File: config.mk
export PLATFORM = sky130hd
export DESIGN_NAME = im_boot_loader_flat
export DESIGN_NICKNAME = d
export VERILOG_FILES = /design/src/rtl/im_boot_loader_if.sv /design/src/rtl/im_boot_loader.sv /design/src/flat_wrapper.sv
export SDC_FILE = /design/constraint.sdc
export NUM_CORES = 1
export LEC_CHECK = 0
export CAP_MARGIN = 20
export CORE_MARGIN = 4
export CORE_UTILIZATION = 51
export DETAILED_ROUTE_END_ITERATION = 6
export MAX_ROUTING_LAYER = met4
export PLACE_DENSITY_LB_ADDON = 0.25
export SYNTH_ARGS = -nofsm -noshare
export SYNTH_HDL_FRONTEND = slang
export SYNTH_SLANG_ARGS = --single-unit
File: constraint.sdc
create_clock -name clk -period 6.46 [get_ports clk]
set_clock_uncertainty 0.2 [all_clocks]
set_input_delay 1.938 -clock clk [delete_from_list [all_inputs] [get_ports clk]]
set_output_delay 1.938 -clock clk [all_outputs]
set_load 0.02 [all_outputs]
File: src/rtl/im_boot_loader_if.sv
// Instruction stream handshake between a word source and the boot loader.
//   s_valid : source has a word on s_data
//   s_data  : 32-bit instruction word
//   s_ready : loader accepts the word this cycle
interface im_boot_loader_if;
  logic        s_valid;
  logic [31:0] s_data;
  logic        s_ready;

  modport master (
    output s_valid,
    output s_data,
    input  s_ready
  );

  modport slave (
    input  s_valid,
    input  s_data,
    output s_ready
  );
endinterface

File: src/rtl/im_boot_loader.sv
// Instruction-memory boot loader.
// Streams i_len words into consecutive IM word addresses while holding the core in
// reset, then hands the IM address port to the fetch stage and releases the core.
// The IM port is shared: writes only happen in LOAD/FLUSH, fetch addresses only pass
// through in RUN.
//   clk, rst_n    : clock, asynchronous active-low reset
//   i_start/i_len : start pulse and word count (sampled in IDLE or RUN only)
//   s_bus         : instruction word stream (valid/ready)
//   i_fetch_addr  : fetch-stage byte address, forwarded in RUN
//   o_im_*        : IM address / byte write enables / write data
//   o_core_rst_n  : core reset, low except in RUN
//   o_busy        : LOAD or FLUSH
//   o_done        : one-cycle pulse on the first RUN cycle
//   o_err         : sticky, last start had an illegal length
//   o_csum        : XOR of all words accepted in the current load
module im_boot_loader #(
  parameter int unsigned IM_DEPTH = 1024,
  parameter int unsigned ADDR_W   = $clog2(IM_DEPTH) + 2,
  parameter int unsigned LEN_W    = $clog2(IM_DEPTH) + 1
) (
  input  logic              clk,
  input  logic              rst_n,
  input  logic              i_start,
  input  logic [LEN_W-1:0]  i_len,
  im_boot_loader_if.slave   s_bus,
  input  logic [ADDR_W-1:0] i_fetch_addr,
  output logic [ADDR_W-1:0] o_im_addr,
  output logic [3:0]        o_im_wen,
  output logic [31:0]       o_im_wdata,
  output logic              o_core_rst_n,
  output logic              o_busy,
  output logic              o_done,
  output logic              o_err,
  output logic [31:0]       o_csum
);

  typedef enum logic [1:0] {StIdle, StLoad, StFlush, StRun} state_e;

  state_e             state_q;
  logic [LEN_W-1:0]   len_q;
  // LEN_W wide so a full IM_DEPTH load never wraps before the last-word compare.
  logic [LEN_W-1:0]   cnt_q;
  logic [ADDR_W-1:0]  wr_addr_q;
  logic [3:0]         wen_q;
  logic [31:0]        wdata_q;
  logic [31:0]        csum_q;
  logic               core_rst_n_q;
  logic               done_q;
  logic               err_q;

  logic               len_ok;
  logic               hs;
  logic               last_word;

  assign len_ok    = (i_len != '0) && (i_len <= LEN_W'(IM_DEPTH));
  assign hs        = (state_q == StLoad) && s_bus.s_valid;
  assign last_word = (cnt_q == len_q - 1'b1);

  always_ff @(posedge clk or negedge rst_n) begin
    if (!rst_n) begin
      state_q      <= StIdle;
      len_q        <= '0;
      cnt_q        <= '0;
      wr_addr_q    <= '0;
      wen_q        <= '0;
      wdata_q      <= '0;
      csum_q       <= '0;
      core_rst_n_q <= 1'b0;
      done_q       <= 1'b0;
      err_q        <= 1'b0;
    end else begin
      wen_q  <= '0;
      done_q <= 1'b0;
      case (state_q)
        StIdle, StRun: begin
          if (i_start) begin
            if (len_ok) begin
              len_q        <= i_len;
              cnt_q        <= '0;
              csum_q       <= '0;
              err_q        <= 1'b0;
              core_rst_n_q <= 1'b0;
              state_q      <= StLoad;
            end else begin
              // Bad length: flag it, leave state and core untouched.
              err_q <= 1'b1;
            end
          end
        end
        StLoad: begin
          if (hs) begin
            wen_q     <= 4'hF;
            wdata_q   <= s_bus.s_data;
            wr_addr_q <= {cnt_q[ADDR_W-3:0], 2'b00};
            cnt_q     <= cnt_q + 1'b1;
            csum_q    <= csum_q ^ s_bus.s_data;
            if (last_word) begin
              state_q <= StFlush;
            end
          end
        end
        StFlush: begin
          // The final write is on the bus this cycle; release the core next.
          state_q      <= StRun;
          core_rst_n_q <= 1'b1;
          done_q       <= 1'b1;
        end
        default: state_q <= StIdle;
      endcase
    end
  end

  assign s_bus.s_ready = (state_q == StLoad);
  assign o_busy        = (state_q == StLoad) || (state_q == StFlush);

  always_comb begin
    o_im_addr = wr_addr_q;
    if (state_q == StRun) begin
      o_im_addr = i_fetch_addr;
    end else if (state_q == StIdle) begin
      o_im_addr = '0;
    end
  end

  assign o_im_wen     = wen_q;
  assign o_im_wdata   = wdata_q;
  assign o_core_rst_n = core_rst_n_q;
  assign o_done       = done_q;
  assign o_err        = err_q;
  assign o_csum       = csum_q;

endmodule

File: src/flat_wrapper.sv
// flat-port wrapper written by rule: the top's interface ports become plain ports
module im_boot_loader_flat 
#(
  parameter int unsigned IM_DEPTH = 1024,
  parameter int unsigned ADDR_W   = $clog2(IM_DEPTH) + 2,
  parameter int unsigned LEN_W    = $clog2(IM_DEPTH) + 1
)
  (clk, rst_n, i_start, i_len, i_fetch_addr, o_im_addr, o_im_wen, o_im_wdata, o_core_rst_n, o_busy, o_done, o_err, o_csum, s_bus_s_valid, s_bus_s_data, s_bus_s_ready);
  im_boot_loader_if s_bus_i ();
  input  logic clk;
  input  logic rst_n;
  input  logic i_start;
  input  logic [LEN_W-1:0] i_len;
  input  logic [ADDR_W-1:0] i_fetch_addr;
  output logic [ADDR_W-1:0] o_im_addr;
  output logic [3:0] o_im_wen;
  output logic [31:0] o_im_wdata;
  output logic o_core_rst_n;
  output logic o_busy;
  output logic o_done;
  output logic o_err;
  output logic [31:0] o_csum;
  input wire logic [$bits(s_bus_i.s_valid)-1:0] s_bus_s_valid;
  input wire logic [$bits(s_bus_i.s_data)-1:0] s_bus_s_data;
  output wire logic [$bits(s_bus_i.s_ready)-1:0] s_bus_s_ready;
  assign s_bus_i.s_valid = s_bus_s_valid;
  assign s_bus_i.s_data = s_bus_s_data;
  assign s_bus_s_ready = s_bus_i.s_ready;
  im_boot_loader #(.IM_DEPTH(IM_DEPTH), .ADDR_W(ADDR_W), .LEN_W(LEN_W)) u_core (.clk(clk), .rst_n(rst_n), .i_start(i_start), .i_len(i_len), .s_bus(s_bus_i), .i_fetch_addr(i_fetch_addr), .o_im_addr(o_im_addr), .o_im_wen(o_im_wen), .o_im_wdata(o_im_wdata), .o_core_rst_n(o_core_rst_n), .o_busy(o_busy), .o_done(o_done), .o_err(o_err), .o_csum(o_csum));
endmodule
; After elaboration in Yosys (flattened, before gate mapping)
; Index checks and enable logic that the tools add are counted.
[totals]
regBits = 105
word_cells = 58
inputBits = 59
out_inout_bits = 85
[op_classes]
reduce_logical = 14
addsub = 2
order_cmp = 1
n_bitwise = 1
muxes = 22
eq_ne = 8
[op_table]
columns = operator, count
row1 = $mux 32, 3
row2 = $pmux 32 s2, 1
row3 = $mux 11, 3
row4 = $xor 32x32->32, 1
row5 = $mux 12, 2
row6 = $pmux 11 s2, 1
row7 = $add 11x1->11 const B, 1
row8 = $eq 11x11->1, 1
row9 = $le 11x11->1 const B, 1
row10 = $reduce_bool 11->1, 1
row11 = $sub 11x1->11 const B, 1
row12 = $mux 2, 4
row13 = $mux 4, 2
row14 = $reduce_and 4->1, 2
row15 = $ne 2x1->1 const B, 3
row16 = $pmux 2 s3, 1
row17 = $reduce_and 3->1, 2
row18 = $eq 2x2->1 const B, 2
row19 = $mux 1, 4
row20 = $reduce_and 2->1, 2
row21 = $reduce_bool 2->1, 2
row22 = $eq 2x1->1 const B, 1
row23 = $logic_and 1x1->1, 2
row24 = $logic_not 2->1, 1
row25 = 4 further kinds, 4

; Depth between registers and ports, before layout
; Gate-level depths: netlist (run 1).
[depth]
word_depth = 5
ltp_mapped = 9
depth_no_buf = 9

; Worst setup path before layout (run 1)
; OpenSTA, ideal clock, no wires.
[synth_timing]
kind = input -> register
from = input i_len[7]
to = register u_core.csum_q[10] (netlist: u_core.o_csum[10])
setup_slack_ns = 2.101
path_buffers = 1
arrival_ns = 4.027
stages = 8
required_ns = 6.128
cell_sequence = or4_1 or4_1 a32oi_1 a21oi_2 clkbuf_1 nand2_1 xor2_1 nor2_1
[synth_between]
elab_chain_cells = 4
[synth_lines]
columns = element, line_no
row1 = "start, declared", flat_wrapper.sv:13  ; input logic [LEN_W-1:0] i_len;
row2 = $le 11x11->1 or $reduce_bool 11->1 (tied branches), im_boot_loader.sv:55  ; assign len_ok = (i_len != '0) && (i_len <= LEN_W'(IM_DEPTH));
row3 = $logic_and 1x1->1 (*), im_boot_loader.sv:55
row4 = $ne 2x1->1 (no line) (*), --
row5 = $reduce_and 4->1 (no line) (*), --
row6 = "end signal, assigned", im_boot_loader.sv:96  ; csum_q <= csum_q ^ s_bus.s_data;
row7 = "end, declared", im_boot_loader.sv:46  ; logic [31:0] csum_q;
; Every way passes the cells marked *; elsewhere a longest branch is shown, timed or not.
; A chain may end at the register's enable or synchronous reset.

; Worst setup path in the final report (run 1)
[layout_timing]
from = input i_fetch_addr[8]
to = output o_im_addr[8]
[layout_between]
elab_chain_cells = 1
[layout_lines]
columns = element, line_no
row1 = "start, declared", flat_wrapper.sv:14  ; input logic [ADDR_W-1:0] i_fetch_addr;
row2 = $mux 12, im_boot_loader.sv:118  ; if (state_q == StRun) begin
row3 = "end, declared", flat_wrapper.sv:15  ; output logic [ADDR_W-1:0] o_im_addr;
; Every way passes these cells.

==> results of run 1 <==
-- power breakdown --
group / total (W) / internal [W] / switching, W / leakage (nW)
logic: 0.00157 / 0.000758 / 0.000816 / 1.42
registers: 0.00110 / 0.000900 / 0.000205 / 1.27
clock network: 0.000379 / 0.000155 / 0.000224 / 0.0877
total: 0.00306 / 0.00181 / 0.00124 / 2.78
-- Yosys cell counts (2+ instances only) --
library cell and count:
dfrtp_1 102, nor2_1 49, nand2_1 46, xor2_1 43
mux2_1 35, clkbuf_1 16, mux2_2 13, xnor2_1 13
a22o_1 11, inv_1 9, ha_1 7, o21ai_0 6
o21ai_1 5, a21oi_1 4, and3_1 4, or4_1 4
and4_1 3, buf_4 3, mux2i_1 3, nand3_1 3
nand4_1 3, nor3_1 3, and2_1 2, buf_6 2
nor2b_1 2, nor3b_1 2
-- cell type report --
| cell class | instances | share of cell area |
|---|---|---|
| Timing Repair Buffer | 146 | 0.2256 |
| Clock inverter | 5 | 0.006749 |
| Clock buffer | 11 | 0.02179 |
| Sequential cell | 102 | 0.3934 |
| Multi-Input combinational cell | 285 | 0.3253 |
| Inverter | 10 | 0.005785 |
| Tap cell | 111 | 0.02140 |
-- registers in the layout, summed over array words and instances (netlist names) --
name	cells
u_core.o_csum	32
u_core.o_im_wdata	32
u_core.cnt_q	11
u_core.len_q	11
u_core.wr_addr_q	10
u_core.state_q	2
u_core.o_core_rst_n	1
u_core.o_done	1
u_core.o_err	1
u_core.o_im_wen	1
-- metrics by stage --
| step | worst slack [ns] | area (um2) | hold slack [ns] | util |
|---|---|---|---|---|
| floorplan | 2.101 | 4797 | 0.2507 | - |
| global placement | 1.165 | 6284 | 0.2693 | 0.6833 |
| detailed placement | 1.142 | 6284 | 0.2762 | 0.6833 |
| CTS | 1.154 | 6469 | 0.2981 | 0.7034 |
| global route | 1.111 | 6489 | 0.3257 | 0.7056 |
| finish | 1.168 | 6489 | 0.2967 | 0.7056 |
-- metal layers --
| metal | share of wire | track usage | vias up |
|---|---|---|---|
| met3 | 0.072 | 0.06609 | 13 |
| met1 | 0.43 | 0.2632 | 1753 |
| met2 | 0.49 | 0.3446 | 109 |
| met4 | 0.013 | 0.06186 | 0 |
| met5 | 0 | - | - |
| li1 | - | - | 1692 |
-- critical path, delay by kind of cell --
| kind | cells | cell delay (ns) |
|---|---|---|
| compound gates | 1 | 0.08 |
| simple gates | 1 | 0.05 |
| buf+inv | 2 | 1.09 |
-- logic make-up after synthesis --
kind of cell,count (synthesis),synth area share
adder cells (fa/ha/maj),7,0.01826
multiplexers,51,0.1189
AND/OR/NAND/NOR,130,0.1252
AO/OA/AOI/OAI,41,0.07173
XOR/XNOR,56,0.1022
buffers and inverters,33,0.03156
flip-flops,102,0.5321
-- worst min path at each step --
stage                                 endpoint  slack, ns  cells past startpoint            startpoint
after floorplan           u_core.wr_addr_q[11]       0.25                      2  u_core.wr_addr_q[11]
after global placement     u_core.wr_addr_q[7]       0.27                      2   u_core.wr_addr_q[7]
after detailed placement   u_core.wr_addr_q[3]       0.28                      2   u_core.wr_addr_q[3]
after CTS                  u_core.wr_addr_q[3]       0.30                      2   u_core.wr_addr_q[3]
after global routing       u_core.wr_addr_q[8]       0.33                      1   u_core.wr_addr_q[8]
final                      u_core.wr_addr_q[7]       0.30                      2   u_core.wr_addr_q[7]
-- cells in the final DEF, fill, tap and decap left out, types with 9 or more instances in the layout --
| master | n |
|---|---|
| a22o_1 | 11 |
| clkbuf_8 | 10 |
| clkdlybuf4s50_1 | 142 |
| dfrtp_1 | 102 |
| inv_1 | 9 |
| mux2_1 | 35 |
| mux2_2 | 13 |
| nand2_1 | 45 |
| nor2_1 | 49 |
| xnor2_1 | 13 |
| xor2_1 | 43 |
==> flow_metrics.tcl, run 1 <==
set metrics [dict create \
    fin_setup_tns_ns 0 \
    via_count 3567 \
    grt_pass1_vias 3794 \
    cts_root_buf "clkbuf_8" \
    synth_cells 420 \
    drt_wl_total_mm 10.99 \
    ios 144 \
    end_kind "output pin" \
    post-route-drc-count 0 \
    fillers 703 \
    core_area_mm2 0.009196 \
    cts_resized 0 \
    gp_congestion 0.8865 \
    fin_crit_sh 0.8192 \
    cts_max_level 3 \
    cp_max_fo 1 \
    synth_area_leaders "dfrtp_1 (53%), mux2_1 (8.2%), xor2_1 (7.9%), nor2_1 (3.8%), nand2_1 (3.6%)" \
    crit_end "o_im_addr[8]" \
    synth-main-ff-cell "dfrtp_1" \
    area_growth_pct 35.26 \
    p_leak_nw 2.781 \
    diodes 0 \
    rows 35 \
    grt.total_usage 0.2147 \
    synth_top_cell_area_share 0.5321 \
    grt_pass1_wl_mm 18.43 \
    die_area_mm2 0.01102 \
    final.min_clock_period_ns 5.292 \
    insertion_delay_ns 0.36 \
    grt_overflow_total 0 \
    synth_warnings 0 \
    crit_start "i_fetch_addr[8]" \
    drt_pre_antenna_iters 4 \
    crit_chain "clkdlybuf4s50_1, nand2_1, o21ai_0, clkdlybuf4s50_1" \
    rsz0062_at_grt "false" \
    fmax_ghz 0.1890 \
    syn_area_mm2 0.004797 \
    cts_buffer_depth 2 \
    hp-class "reg2reg" \
    final_nets 620 \
    clock-sinks 102 \
    synth.distinct_cells 53 \
    timing.rr.start "u_core.len_q[0]" \
    slowest_delay_ns 0.63 \
    status "finished clean" \
    initial_core_util 0.5216 \
    setup_viol 0 \
    reg2reg_to "u_core.state_q[1]" \
    cap_violations 0 \
    ys_ff_latch 102 \
    instances_no_fill 670 \
    async_flop_share 1.000 \
    hpwlAfterDp_mm 7.923 \
    cp_common_cell "clkdlybuf4s50_1" \
    grt_max_degree 60 \
    slew_violations 0 \
    post_drt_wl_per_cell_um 16.40 \
    syn_nets 486 \
    synth-edff-count 0 \
    clkTransAtPathRegs_ns 0.09 \
    yosysTopAreaCell "dfrtp_1" \
    critical_path_class "in2out" \
    yosysSeqAreaShare 0.5321 \
    drive_above_1_share 0.07692 \
    postCtsHoldBufs 0 \
    syn_area_per_cell_um2 11.42 \
    portBuffers 143 \
    ir_drop_v 0.0002739 \
    vias_per_cell 5.324 \
    multiInputGateArea_mm2 0.002111 \
    total_power_w 0.003057 \
    cp-start-kind "input pin" \
    tightest_slew_ns 0.9363 \
    cts_buffers 9 \
    dp_cells 653 \
    rr_worst_depth 9 \
    drtIter0Drc 106 \
    cts_tree "done" \
    power_density_mw_per_mm2 471.2 \
    hold_violations 0 \
    crit_arrival_ns 3.15 \
    ff2ff_setup_slack_ns 3.23 \
    cts_setup_buffers 0 \
    relSlewSlack 0.3744 \
    dieWidth_um 105.0 \
    antenna_found_initial 0 \
    die_y_um 105.0 \
    required_ns 4.32 \
    register_area_mm2 0.002552 \
    final_antenna_net_count 0 \
    critPathSlowestCell "clkdlybuf4s50_1" \
]
No activity file was read; power rests on OpenSTA's default activity.
==> run 2: changes to the inputs <==
Settings changed: CORE_UTILIZATION 51 to 43.
Clock period 6.46 ns to 4.8 ns, I/O delays scaled along.
==> run 2 against run 1 <==
  * First-iteration DRC count up 25%
  * Global-route usage is 2.7 points lower
  * Cell count is 5.2% higher
  * Power is 35% higher
  * Cell area grew 1.3%
  * Register-to-register slack lost 1.6 ns
  * Highest routed layer unchanged
==> flow_metrics.tcl, run 2 (synthesis gave the netlist of run 1 again) <==
set metrics [dict create \
    clock-sinks 102 \
    diodes 0 \
    final_nets 626 \
    die_area_mm2 0.01291 \
    final_core_util 0.6040 \
    core_area_mm2 0.01089 \
    post-route-drc-count 0 \
    critical_path_class "in2out" \
    cts_tree "done" \
    final.min_clock_period_ns 4.447 \
    postCtsHoldBufs 0 \
    gp_congestion 0.8196 \
    status "finished clean" \
    drtIter0Drc 132 \
    hpwlAfterDp_mm 8.244 \
    grt_max_degree 84 \
    required_ns 3.16 \
    die_y_um 113.6 \
    final_antenna_net_count 0 \
    min_path_cells 2 \
    fmax_ghz 0.2249 \
    drt_pre_antenna_iters 4 \
    tightest_slew_ns 0.9934 \
    rsz0062_at_grt "false" \
    drive_above_1_share 0.08673 \
    cts_buffer_depth 2 \
    setup_viol 0 \
    grt_pass1_wl_mm 18.71 \
    ios 144 \
    cts_buffers 9 \
    via_count 3572 \
    slew_violations 0 \
    grt_pass1_vias 3872 \
    cts_max_level 3 \
    p_leak_nw 2.820 \
    initial_core_util 0.4406 \
    relSlewSlack 0.3363 \
    antenna_found_initial 0 \
    mostFrequentLayoutCells "clkdlybuf4s50_1 (142), dfrtp_1 (102), nor2_1 (49)" \
    hold_violations 0 \
    vias_per_cell 5.067 \
    crit_arrival_ns 2.81 \
    rr_worst_depth 9 \
    cap_violations 0 \
    insertion_delay_ns 0.35 \
    fin_setup_tns_ns 0 \
    cp_max_fo 1 \
    area_growth_pct 37.09 \
    cts_root_buf "clkbuf_8" \
    ir_drop_v 0.0003221 \
    grt_overflow_total 0 \
    hp-class "reg2reg" \
    power_density_mw_per_mm2 625.6 \
    cp-start-kind "input pin" \
    post_drt_wl_per_cell_um 16.32 \
    grt.total_usage 0.1875 \
    cts_resized 0 \
    fin_crit_sh 0.9265 \
    cts_setup_buffers 0 \
    drt_wl_total_mm 11.50 \
    layout_commonest_cell "clkdlybuf4s50_1" \
    portBuffers 143 \
    rows 38 \
    clkTransAtPathRegs_ns 0.09 \
    dieWidth_um 113.6 \
    end_kind "output pin" \
]
run 2: changes by cell type in the layout (fill, tap and decap cells not counted), sizes merged:
cell and change:
clkinv +2, clkinvlp -1, buf +6, clkbuf -1
run 2: per-layer routing:
| metal | global-route usage | part of all wire | up-vias |
|---|---|---|---|
| met5 | - | 0 | - |
| li1 | - | - | 1689 |
| met4 | 0.07692 | 0.023 | 0 |
| met1 | 0.2211 | 0.42 | 1745 |
| met2 | 0.3011 | 0.49 | 116 |
| met3 | 0.05570 | 0.069 | 22 |
run 2: worst max-delay path, stage by stage:
cell,delay (ns)
clkdlybuf4s50_1,0.49
nand2_1,0.06
o21ai_0,0.15
clkdlybuf4s50_1,0.67
run 2: final timing paths:
kind / slack [ns] / startpoint / end
setup / recovery: 0.35 / i_fetch_addr[8] / o_im_addr[8]
hold / removal: 0.30 / u_core.wr_addr_q[11] / u_core.wr_addr_q[11]
setup reg to reg: 1.66 / u_core.len_q[0] / u_core.state_q[1]
hold reg to reg: 0.30 / u_core.wr_addr_q[11] / u_core.wr_addr_q[11]
max in group asynchronous: 2.87 / rst_n / u_core.o_im_wdata[0]
min in group asynchronous: 0.71 / rst_n / u_core.len_q[1]
run 2: power by group:
group	switching (W)	internal (W)	leakage, nW	total (W)
combinational	0.00112	0.00104	1.46	0.00215
sequential	0.000276	0.00121	1.27	0.00149
clock	0.000287	0.000187	0.0862	0.000474
total	0.00168	0.00243	2.82	0.00411
run 2: per-stage QoR:
step	instance area, um2	power [W]	cells	worst slack (ns)	hold slack (ns)
2_1_floorplan	4797	0.002703	420	0.9386	0.2507
3_3_place_gp	6357	0.003603	687	0.2306	0.2725
3_5_place_dp	6357	0.003660	687	0.1550	0.2734
4_1_cts	6521	0.004160	703	0.3495	0.2960
5_1_grt	6576	0.004393	705	0.2773	0.3108
6_report	6576	0.004114	705	0.3529	0.2953
run 2: cell type report:
class	count	area, um2
Inverter	10	37.54
Clock buffer	10	127.6
Tap cell	140	175.2
Fill cell	943	4312
Timing Repair Buffer	152	1536
Clock inverter	6	36.28
Multi-Input combinational cell	285	2111
Sequential cell	102	2552
